## src/rtl/axi_addr_router.sv

```systemverilog
// Single-master AXI address router: decodes AR/AW against per-slave base/mask windows, one outstanding read and one write.
// Optional AXI_ADDR_ROUTER_TIMEOUT_EN adds per-path response watchdogs and idle draining of stray R/B beats.
module axi_addr_router #(
    parameter int              TAG     = 1,
    parameter int              NS      = 2,
    parameter logic [NS*32-1:0] S_BASE = {32'hA000_0000, 32'h0000_0000},
    parameter logic [NS*32-1:0] S_MASK = {32'hFFFF_0000, 32'hFFF0_0000},
    parameter int              TIMEOUT = 255
) (
    input  logic              clk,
    input  logic              rst,
    input  logic              m_arvalid,
    output logic              m_arready,
    input  logic [TAG-1:0]    m_arid,
    input  logic [31:0]       m_araddr,
    output logic              m_rvalid,
    input  logic              m_rready,
    output logic [63:0]       m_rdata,
    output logic [TAG-1:0]    m_rid,
    output logic [1:0]        m_rresp,
    output logic              m_rlast,
    input  logic              m_awvalid,
    output logic              m_awready,
    input  logic [TAG-1:0]    m_awid,
    input  logic [31:0]       m_awaddr,
    input  logic              m_wvalid,
    output logic              m_wready,
    output logic              m_bvalid,
    input  logic              m_bready,
    output logic [1:0]        m_bresp,
    output logic [TAG-1:0]    m_bid,
    output logic [NS-1:0]     s_arvalid,
    input  logic [NS-1:0]     s_arready,
    output logic [31:0]       s_araddr,
    output logic [TAG-1:0]    s_arid,
    input  logic [NS-1:0]     s_rvalid,
    output logic [NS-1:0]     s_rready,
    input  logic [NS*64-1:0]  s_rdata,
    input  logic [NS*2-1:0]   s_rresp,
    input  logic [NS-1:0]     s_rlast,
    output logic [NS-1:0]     s_awvalid,
    input  logic [NS-1:0]     s_awready,
    output logic [31:0]       s_awaddr,
    output logic [TAG-1:0]    s_awid,
    output logic [NS-1:0]     s_wvalid,
    input  logic [NS-1:0]     s_wready,
    input  logic [NS-1:0]     s_bvalid,
    output logic [NS-1:0]     s_bready,
    input  logic [NS*2-1:0]   s_bresp
);

    localparam int SW = (NS > 1) ? $clog2(NS) : 1;

    if (NS < 1 || NS > 8 || TIMEOUT < 1 || TAG < 1) begin : g_bad_cfg
        $error("axi_addr_router: unsupported parameter set");
    end

`ifdef AXI_ADDR_ROUTER_TIMEOUT_EN
    localparam logic [NS-1:0] IDLE_DRAIN = '1;
`else
    localparam logic [NS-1:0] IDLE_DRAIN = '0;
`endif

    typedef enum logic [1:0] {R_IDLE, R_ADDR, R_DATA, R_ERR} r_state_t;
    typedef enum logic [2:0] {W_IDLE, W_ADDR, W_RESP, W_ERR, W_ERRB} w_state_t;

    r_state_t r_state_q, r_state_d;
    w_state_t w_state_q, w_state_d;

    logic [SW-1:0]  r_sel_q, w_sel_q, ar_sel, aw_sel;
    logic           ar_hit, aw_hit;
    logic [TAG-1:0] r_id_q, w_id_q;
    logic [1:0]     r_err_q, r_err_d, w_err_q, w_err_d;
    logic [NS-1:0]  r_oh, w_oh;
    logic           aw_done_q, w_done_q;
    logic           ar_hs, rd_hs, aw_now, w_now, b_hs;
    logic           r_to, w_to;

    // Lowest index wins: scan downwards so later (lower) hits overwrite.
    always_comb begin
        ar_hit = 1'b0;
        ar_sel = '0;
        aw_hit = 1'b0;
        aw_sel = '0;
        for (int i = NS - 1; i >= 0; i--) begin
            if ((m_araddr & S_MASK[32*i +: 32]) == S_BASE[32*i +: 32]) begin
                ar_hit = 1'b1;
                ar_sel = SW'(i);
            end
            if ((m_awaddr & S_MASK[32*i +: 32]) == S_BASE[32*i +: 32]) begin
                aw_hit = 1'b1;
                aw_sel = SW'(i);
            end
        end
    end

    assign r_oh   = NS'(1) << r_sel_q;
    assign w_oh   = NS'(1) << w_sel_q;
    assign ar_hs  = (r_state_q == R_ADDR) && |(s_arready & r_oh);
    assign rd_hs  = (r_state_q == R_DATA) && |(s_rvalid & r_oh) && m_rready;
    assign aw_now = (w_state_q == W_ADDR) && !aw_done_q && |(s_awready & w_oh);
    assign w_now  = (w_state_q == W_ADDR) && !w_done_q && m_wvalid && |(s_wready & w_oh);
    assign b_hs   = (w_state_q == W_RESP) && |(s_bvalid & w_oh) && m_bready;

`ifdef AXI_ADDR_ROUTER_TIMEOUT_EN
    localparam int CW = $clog2(TIMEOUT + 1);
    localparam logic [CW-1:0] TO_LOAD = CW'(TIMEOUT - 1);

    logic [CW-1:0] r_cnt_q, w_cnt_q;
    logic          r_active, w_active, r_hs, w_hs;

    assign r_active = (r_state_q == R_ADDR) || (r_state_q == R_DATA);
    assign w_active = (w_state_q == W_ADDR) || (w_state_q == W_RESP);
    assign r_hs     = ar_hs || rd_hs;
    assign w_hs     = aw_now || w_now || b_hs;

    // Down-counters reload outside the active states and on any slave handshake.
    always_ff @(posedge clk) begin
        if (rst) begin
            r_cnt_q <= '0;
            w_cnt_q <= '0;
        end else begin
            if (!r_active || r_hs)
                r_cnt_q <= TO_LOAD;
            else if (r_cnt_q != '0)
                r_cnt_q <= r_cnt_q - CW'(1);
            if (!w_active || w_hs)
                w_cnt_q <= TO_LOAD;
            else if (w_cnt_q != '0)
                w_cnt_q <= w_cnt_q - CW'(1);
        end
    end

    assign r_to = r_active && !r_hs && (r_cnt_q == '0);
    assign w_to = w_active && !w_hs && (w_cnt_q == '0);
`else
    assign r_to = 1'b0;
    assign w_to = 1'b0;
`endif

    always_comb begin
        r_state_d = r_state_q;
        r_err_d   = r_err_q;
        m_arready = 1'b0;
        s_arvalid = '0;
        s_rready  = '0;
        m_rvalid  = 1'b0;
        m_rdata   = '0;
        m_rresp   = 2'b00;
        m_rlast   = 1'b0;
        unique case (r_state_q)
            R_IDLE: begin
                m_arready = 1'b1;
                s_rready  = IDLE_DRAIN;
                if (m_arvalid) begin
                    r_err_d   = 2'b11;
                    r_state_d = ar_hit ? R_ADDR : R_ERR;
                end
            end
            R_ADDR: begin
                s_arvalid = r_oh;
                if (ar_hs) begin
                    r_state_d = R_DATA;
                end else if (r_to) begin
                    r_err_d   = 2'b10;
                    r_state_d = R_ERR;
                end
            end
            R_DATA: begin
                m_rvalid = |(s_rvalid & r_oh);
                m_rdata  = s_rdata[int'(r_sel_q)*64 +: 64];
                m_rresp  = s_rresp[int'(r_sel_q)*2 +: 2];
                m_rlast  = |(s_rlast & r_oh);
                s_rready = m_rready ? r_oh : '0;
                if (rd_hs && m_rlast) begin
                    r_state_d = R_IDLE;
                end else if (r_to) begin
                    r_err_d   = 2'b10;
                    r_state_d = R_ERR;
                end
            end
            R_ERR: begin
                m_rvalid = 1'b1;
                m_rresp  = r_err_q;
                m_rlast  = 1'b1;
                if (m_rready)
                    r_state_d = R_IDLE;
            end
            default: r_state_d = R_IDLE;
        endcase
        if (rst) begin
            m_arready = 1'b0;
            s_arvalid = '0;
            s_rready  = '0;
            m_rvalid  = 1'b0;
        end
    end

    always_comb begin
        w_state_d = w_state_q;
        w_err_d   = w_err_q;
        m_awready = 1'b0;
        m_wready  = 1'b0;
        m_bvalid  = 1'b0;
        m_bresp   = 2'b00;
        s_awvalid = '0;
        s_wvalid  = '0;
        s_bready  = '0;
        unique case (w_state_q)
            W_IDLE: begin
                m_awready = 1'b1;
                s_bready  = IDLE_DRAIN;
                if (m_awvalid) begin
                    w_err_d   = 2'b11;
                    w_state_d = aw_hit ? W_ADDR : W_ERR;
                end
            end
            W_ADDR: begin
                s_awvalid = aw_done_q ? '0 : w_oh;
                s_wvalid  = (w_done_q || !m_wvalid) ? '0 : w_oh;
                m_wready  = !w_done_q && |(s_wready & w_oh);
                if ((aw_done_q || aw_now) && (w_done_q || w_now)) begin
                    w_state_d = W_RESP;
                end else if (w_to) begin
                    w_err_d   = 2'b10;
                    w_state_d = (w_done_q || w_now) ? W_ERRB : W_ERR;
                end
            end
            W_RESP: begin
                m_bvalid = |(s_bvalid & w_oh);
                m_bresp  = s_bresp[int'(w_sel_q)*2 +: 2];
                s_bready = m_bready ? w_oh : '0;
                if (b_hs) begin
                    w_state_d = W_IDLE;
                end else if (w_to) begin
                    w_err_d   = 2'b10;
                    w_state_d = W_ERRB;
                end
            end
            W_ERR: begin
                m_wready = 1'b1;
                if (m_wvalid)
                    w_state_d = W_ERRB;
            end
            W_ERRB: begin
                m_bvalid = 1'b1;
                m_bresp  = w_err_q;
                if (m_bready)
                    w_state_d = W_IDLE;
            end
            default: w_state_d = W_IDLE;
        endcase
        if (rst) begin
            m_awready = 1'b0;
            m_wready  = 1'b0;
            m_bvalid  = 1'b0;
            s_awvalid = '0;
            s_wvalid  = '0;
            s_bready  = '0;
        end
    end

    always_ff @(posedge clk) begin
        if (rst) begin
            r_state_q <= R_IDLE;
            r_sel_q   <= '0;
            r_id_q    <= '0;
            r_err_q   <= 2'b00;
            s_araddr  <= '0;
            w_state_q <= W_IDLE;
            w_sel_q   <= '0;
            w_id_q    <= '0;
            w_err_q   <= 2'b00;
            s_awaddr  <= '0;
            aw_done_q <= 1'b0;
            w_done_q  <= 1'b0;
        end else begin
            r_state_q <= r_state_d;
            r_err_q   <= r_err_d;
            w_state_q <= w_state_d;
            w_err_q   <= w_err_d;
            if (r_state_q == R_IDLE && m_arvalid) begin
                r_sel_q  <= ar_sel;
                r_id_q   <= m_arid;
                s_araddr <= m_araddr;
            end
            if (w_state_q == W_IDLE && m_awvalid) begin
                w_sel_q  <= aw_sel;
                w_id_q   <= m_awid;
                s_awaddr <= m_awaddr;
            end
            // Flags only live while the AW/W pair is being collected.
            aw_done_q <= (w_state_d == W_ADDR) && (aw_done_q || aw_now);
            w_done_q  <= (w_state_d == W_ADDR) && (w_done_q || w_now);
        end
    end

    assign s_arid = r_id_q;
    assign m_rid  = r_id_q;
    assign s_awid = w_id_q;
    assign m_bid  = w_id_q;

endmodule

```

## config.mk

```make
export PLATFORM = sky130hd
export DESIGN_NAME = axi_addr_router
export DESIGN_NICKNAME = d
export VERILOG_FILES = /design/src/rtl/axi_addr_router.sv
export SDC_FILE = /design/constraint.sdc
export NUM_CORES = 1
export LEC_CHECK = 0
export BUFFER_PORTS_ARGS = -buffer_cell sky130_fd_sc_hd__buf_2
export CAP_MARGIN = 10
export CORE_AREA = 2 2 145 147
export CTS_CLUSTER_DIAMETER = 30
export DETAILED_ROUTE_END_ITERATION = 12
export DIE_AREA = 0 0 147 149
export GPL_ROUTABILITY_DRIVEN = 0
export PLACE_DENSITY = 0.56
export SLEW_MARGIN = 15
export SYNTH_ARGS = -nofsm -noshare
export SYNTH_HDL_FRONTEND = slang
export SYNTH_SLANG_ARGS = --single-unit
```

## constraint.sdc

```tcl
create_clock -name clk -period 2.5 [get_ports clk]
set_clock_uncertainty 0.2 [all_clocks]
set_input_delay 0.125 -clock clk [delete_from_list [all_inputs] [get_ports clk]]
set_output_delay 0.125 -clock clk [all_outputs]
set_load 0.01 [all_outputs]
```

# Yosys cells after proc, flatten, opt, wreduce, memory -nomap -nowiden
# Cells that the tools add are included.
# Widths: inputs -> output; s select.
[totals]
wordCells = 120
output_inout_bits = 152
inputBits = 221
reg_bits = 77
[classes]
reduce_logical = 36
n_eq_ne = 14
bitwise_logic = 6
mux = 47
shifts = 5
[ops]
columns = ["operator", "count"]
rows = [
  ["$shiftx 128x8->64", 1],
  ["$logic_not 32->1", 2],
  ["$mux 64", 1],
  ["$mux 2", 20],
  ["$eq 16x16->1 const B", 2],
  ["$logic_and 1x1->1", 17],
  ["$mux 3", 5],
  ["$pmux 3 s5", 1],
  ["$mux 1", 13],
  ["$and 2x2->2", 6],
  ["$reduce_or 2->1", 6],
  ["$pmux 1 s2", 4],
  ["$pmux 2 s2", 2],
  ["$pmux 2 s4", 1],
  ["$shiftx 4x3->2", 2],
  ["$eq 3x1->1 const B", 2],
  ["$eq 3x2->1 const B", 2],
  ["$ne 2x2->1 const B", 3],
  ["$eq 2x2->1 const B", 2],
  ["$reduce_and 2->1", 2],
  ["$reduce_and 4->1", 1],
  ["$shl 1x1->2 const A", 2],
  ["$eq 3x3->1 const B", 1],
  ["$logic_not 1->1", 3],
  ["5 further kinds", 7],
]

# Longest topological paths before layout
[logic_depth]
word_depth = 10
depth_mapped = 6

# Least setup slack after synthesis
# Ideal clock, no wire load.
[synth_timing]
path_kind = "reg2reg"
startpoint = "register w_state_q[0]"
endpoint = "register w_sel_q"
path_stages_with_launch = 5
required_time_ps = 2230
period_less_slack_ps = 1744
slack_ps = 756
n_path_buf = 1
arrival_time_ps = 1473
path_cell_list = "dfxtp_1 or4b_1 buf_2 or3_1 a21oi_1"
[synth_between]
elab_chain_len = 2
[synth_lines]
columns = ["item", "line_no", "text"]
rows = [
  ["start: declaration", "68", "w_state_t w_state_q, w_state_d;"],
  ["start signal: assignment", "280", "w_state_q <= w_state_d;"],
  ["$logic_not 3->1", "287", "if (w_state_q == W_IDLE && m_awvalid) begin"],
  ["$logic_and 1x1->1", "287", ""],
  ["end signal: assignment", "288", "w_sel_q <= aw_sel;"],
  ["end: declaration", "70", "logic [SW-1:0] r_sel_q, w_sel_q, ar_sel, aw_sel;"],
]
# No other way between the ends.
# A chain may end at the register's enable or synchronous reset.

# Final worst setup path
[layout_timing]
startpoint = "register r_sel_q"
endpoint = "register r_state_q[0]"
[layout_between]
elab_chain_len = 8
[layout_lines]
columns = ["item", "line_no", "text"]
rows = [
  ["start: declaration", "70", ""],
  ["start signal: assignment", "283", "r_sel_q <= ar_sel;"],
  ["$shl 1x1->2 (*)", "97", "assign r_oh = NS'(1) << r_sel_q;"],
  ["$and 2x2->2", "100", "assign rd_hs = (r_state_q == R_DATA) && |(s_rvalid & r_oh) && m_rready;"],
  ["$reduce_or 2->1", "100", ""],
  ["$logic_and 1x1->1 (2 in series)", "100", ""],
  ["$logic_and 1x1->1", "175", "if (rd_hs && m_rlast) begin"],
  ["$ne 2x1->1 (no source line)", "--", ""],
  ["$reduce_and 4->1 (no source line) (*)", "--", ""],
  ["end signal: assignment", "278", "r_state_q <= r_state_d;"],
  ["end: declaration", "67", "r_state_t r_state_q, r_state_d;"],
]
# Mark *: on every way between the ends. The rest lies on a longest branch, timed or not.

==> metrics.yaml <==
setup_path:
  crit_arrival_ns: 2.42
  worstSetupStartpoint: "r_sel_q"
  cp-start-kind: "flop"
  worst_r2r_startpoint: "r_sel_q"
  worstSetupPathType: "reg2reg"
  worstPathMaxFanout: 33
  critical_path_required_ns: 2.57
  setup.worst_path.end_class: "flop"
  reg2reg_slack_ns: 0.15
global_routing:
  globalRouteTotalUtil_pct: 16.8
  grt_pass1_wl_microns: 28700
  global_route.overflow_total: 0
  grt_pass1_vias: 5113
  grt_antenna_before_repair: 0
  largest_net_degree_at_the_start_of_global_routing: 51
logic_synthesis:
  synthXorXnorAreaFrac_pct: 0
  ys_types: 42
  synth_edf_count: 0
  asyncSetResetFlopFracSynth_pct: 0
  synthAdderAreaFrac_pct: 0
  synth_compound_area_share_pct: 12.9
  number_of_warning_messages_in_the_yosys_log: 0
  post_synth_most_frequent_cells: "141 x nand2_1, 78 x a21oi_1, 77 x dfxtp_1"
  netlist_instances: 566
  netlist.area_leader.share_pct: 36.6
  combinational_family_with_the_most_area_after_synthesis: "simple AND/OR/NAND/NOR gates"
  synth_largest_area_cell: "dfxtp_1"
  synth.mux.area_fraction_pct: 17.7
  synth.ff_latch_count: 77
  synth_simple_gate_area_share_pct: 28.0
  most_frequently_used_cell_type_in_the_post_synthesis_netlist: "nand2_1"
  synth_flop_cell: "dfxtp_1"
  post_synth_main_area_contributors: "dfxtp_1 37%, mux2i_1 16%, nand2_1 13%"
  ys_seq_area_share_pct: 36.6
  synth.cell_area_sq_um: 4220
  synth.net_count: 787
  synthesis.area_per_instance_sq_um: 7.45
clocking:
  clock_transition_at_the_registers_of_the_reported_paths_ns: 0.06
  tritoncts_num_sinks: 77
  cts_buffers: 9
  tritoncts: "built"
  cts_root_buf: "clkbuf_16"
  insertion_delay_ns: 0.33
  cts_htree_levels: 3
  cts_buffer_depth: 2
  cts_setup_buffers: 0
finish:
  drive_above_1_share_pct: 41.9
  antennaDiodeCount: 0
  fillerInstances: 2208
  areaGrowthSynthToFinish_pct: 74.7
  final_core_util_pct: 35.8
  final_net_count: 1210
sta:
  min_clock_period_post_route_ns: 2.35
  report.final.hold_viol_count: 0
  fmaxAchievable_mhz: 426
  timing.max_slew.rel_slack_pct: 63.5
  timing.setup.tns_ns: 0
  worst_pin_slew_ns: 0.546
  setup_viol: 0
  unrepaired_setup_endpoints_after_global_routing: "no"
  whs_ns: 0.0458
  fin_crit_sh_pct: 93.9
  final-max-slew-violation-count: 0
floorplan:
  design.portCount: 373
  fp.dieH_microns: 149
  placeableCoreArea_sq_um: 20600
  die-area_sq_um: 21900
  die-width_microns: 147
  initial_utilization_pct: 20.5
  num_rows: 53
power_and_ir_drop:
  ir_worst_vdd_mv: 0.282
  p_per_area_nw_per_um2: 511
  cellLeakagePower_nw: 3.48
  final_power_mw: 3.77
hold_path:
  timing.hold.worst.class: "in2reg"
  worst_hold_startpoint: "rst"
route:
  detail_route.drc_violations: 0
  route.antenna.remaining_nets: 0
  drt_first_pass_iters: 4
  first_iter_violations: 182
  dr_total_vias: 5526
  post_drt_via_cell_ratio: 4.36
  detail_route.wirelength_microns: 19700
  wl_per_cell_microns: 15.5
placed_design:
  detailed_place_hpwl_microns: 15400
  numPortBuffers: 372
run:
  drv.max_cap_violation_count: 0
outcome:
  outcome: "finished clean"
worst max-delay path, cell delays in order (launching register included):
cell and delay (ns):
dfxtp_4 0.67, buf_4 0.27, mux2i_1 0.25, nand2b_1 0.08
a311oi_1 0.24, dlygate4sd3_1 0.57
power breakdown:
group | total, mW | switching [mW] | internal, mW
Sequential | 1.41 | 0.0790 | 1.33
Combinational | 1.11 | 0.600 | 0.507
Clock | 1.25 | 0.493 | 0.757
Total | 3.77 | 1.17 | 2.59
flip-flops by register name, summed over array words and instances, names as in the netlist:
register and count:
s_araddr 32, s_awaddr 32, w_state_q 3, r_state_q 2
aw_done_q 1, m_bid 1, m_rid 1, r_err_q 1
r_sel_q 1, w_done_q 1, w_err_q 1, w_sel_q 1
path summary, 6_finish.rpt:
| path | endpoint | cells after the start |
|---|---|---|
| max | r_state_q[0] | 5 |
| min reg2reg | s_awaddr[9] | 2 |
| min | w_err_q[0] | 2 |
| max reg2reg | r_state_q[0] | 5 |
cell usage in the layout (no fill, tap or decap), drive strengths merged, types with 2 or more instances in the layout:
cell type	count
clkbuf	9
nor3b	3
clkinv	4
nand2	141
nor2b	4
mux2i	69
dlygate4sd3	70
nor4b	5
a21oi	78
nand3	4
nand2b	8
dfxtp	77
nor4	10
mux2	5
nor3	11
inv	3
o21ai	4
nor2	73
buf	387
a211oi	2
or3	2
or3b	2
o21ba	2
o311ai	2
nand3b	2
kinds of logic after synthesis:
logic type / count (synthesis)
DFF: 77
buffers and inverters: 48
muxes: 74
AOI/OAI and AO/OA: 97
and+or+nand+nor: 270
routing by layer:
layer | global-route usage (%) | wire length [microns] | vias to the layer above
met4 | 3.99 | 233 | 0
li1 | - | - | 2760
met1 | 19.3 | 7800 | 2521
met5 | 0 | 0 | -
met2 | 30.5 | 9980 | 234
met3 | 5.05 | 1660 | 11
area by class of cell:
class | count | area [sq um] | share of cell area (%)
clock buffer | 9 | 225 | 3.06
clock inverter | 5 | 53.8 | 0.730
inverter | 3 | 11.3 | 0.153
multi-input combinational | 441 | 2470 | 33.6
sequential | 77 | 1550 | 21.0
tap | 275 | 344 | 4.67
timing repair buffer | 457 | 2710 | 36.8
stage by stage:
stage	cells	worst slack, ns	instance area (sq um)
after CTS	1267	0.156	7370
after global routing	1267	0.0249	7370
after floorplan	566	0.756	4220
after detailed placement	1183	0.466	6390
final	1267	0.151	7370
after global placement	1183	0.537	6390
what timing repair did:
action	in CTS	in global routing
resized for setup	0	0
hold buffers	70	0
hold endpoints to repair	71	0
No activity file was read; power rests on OpenSTA's default activity.
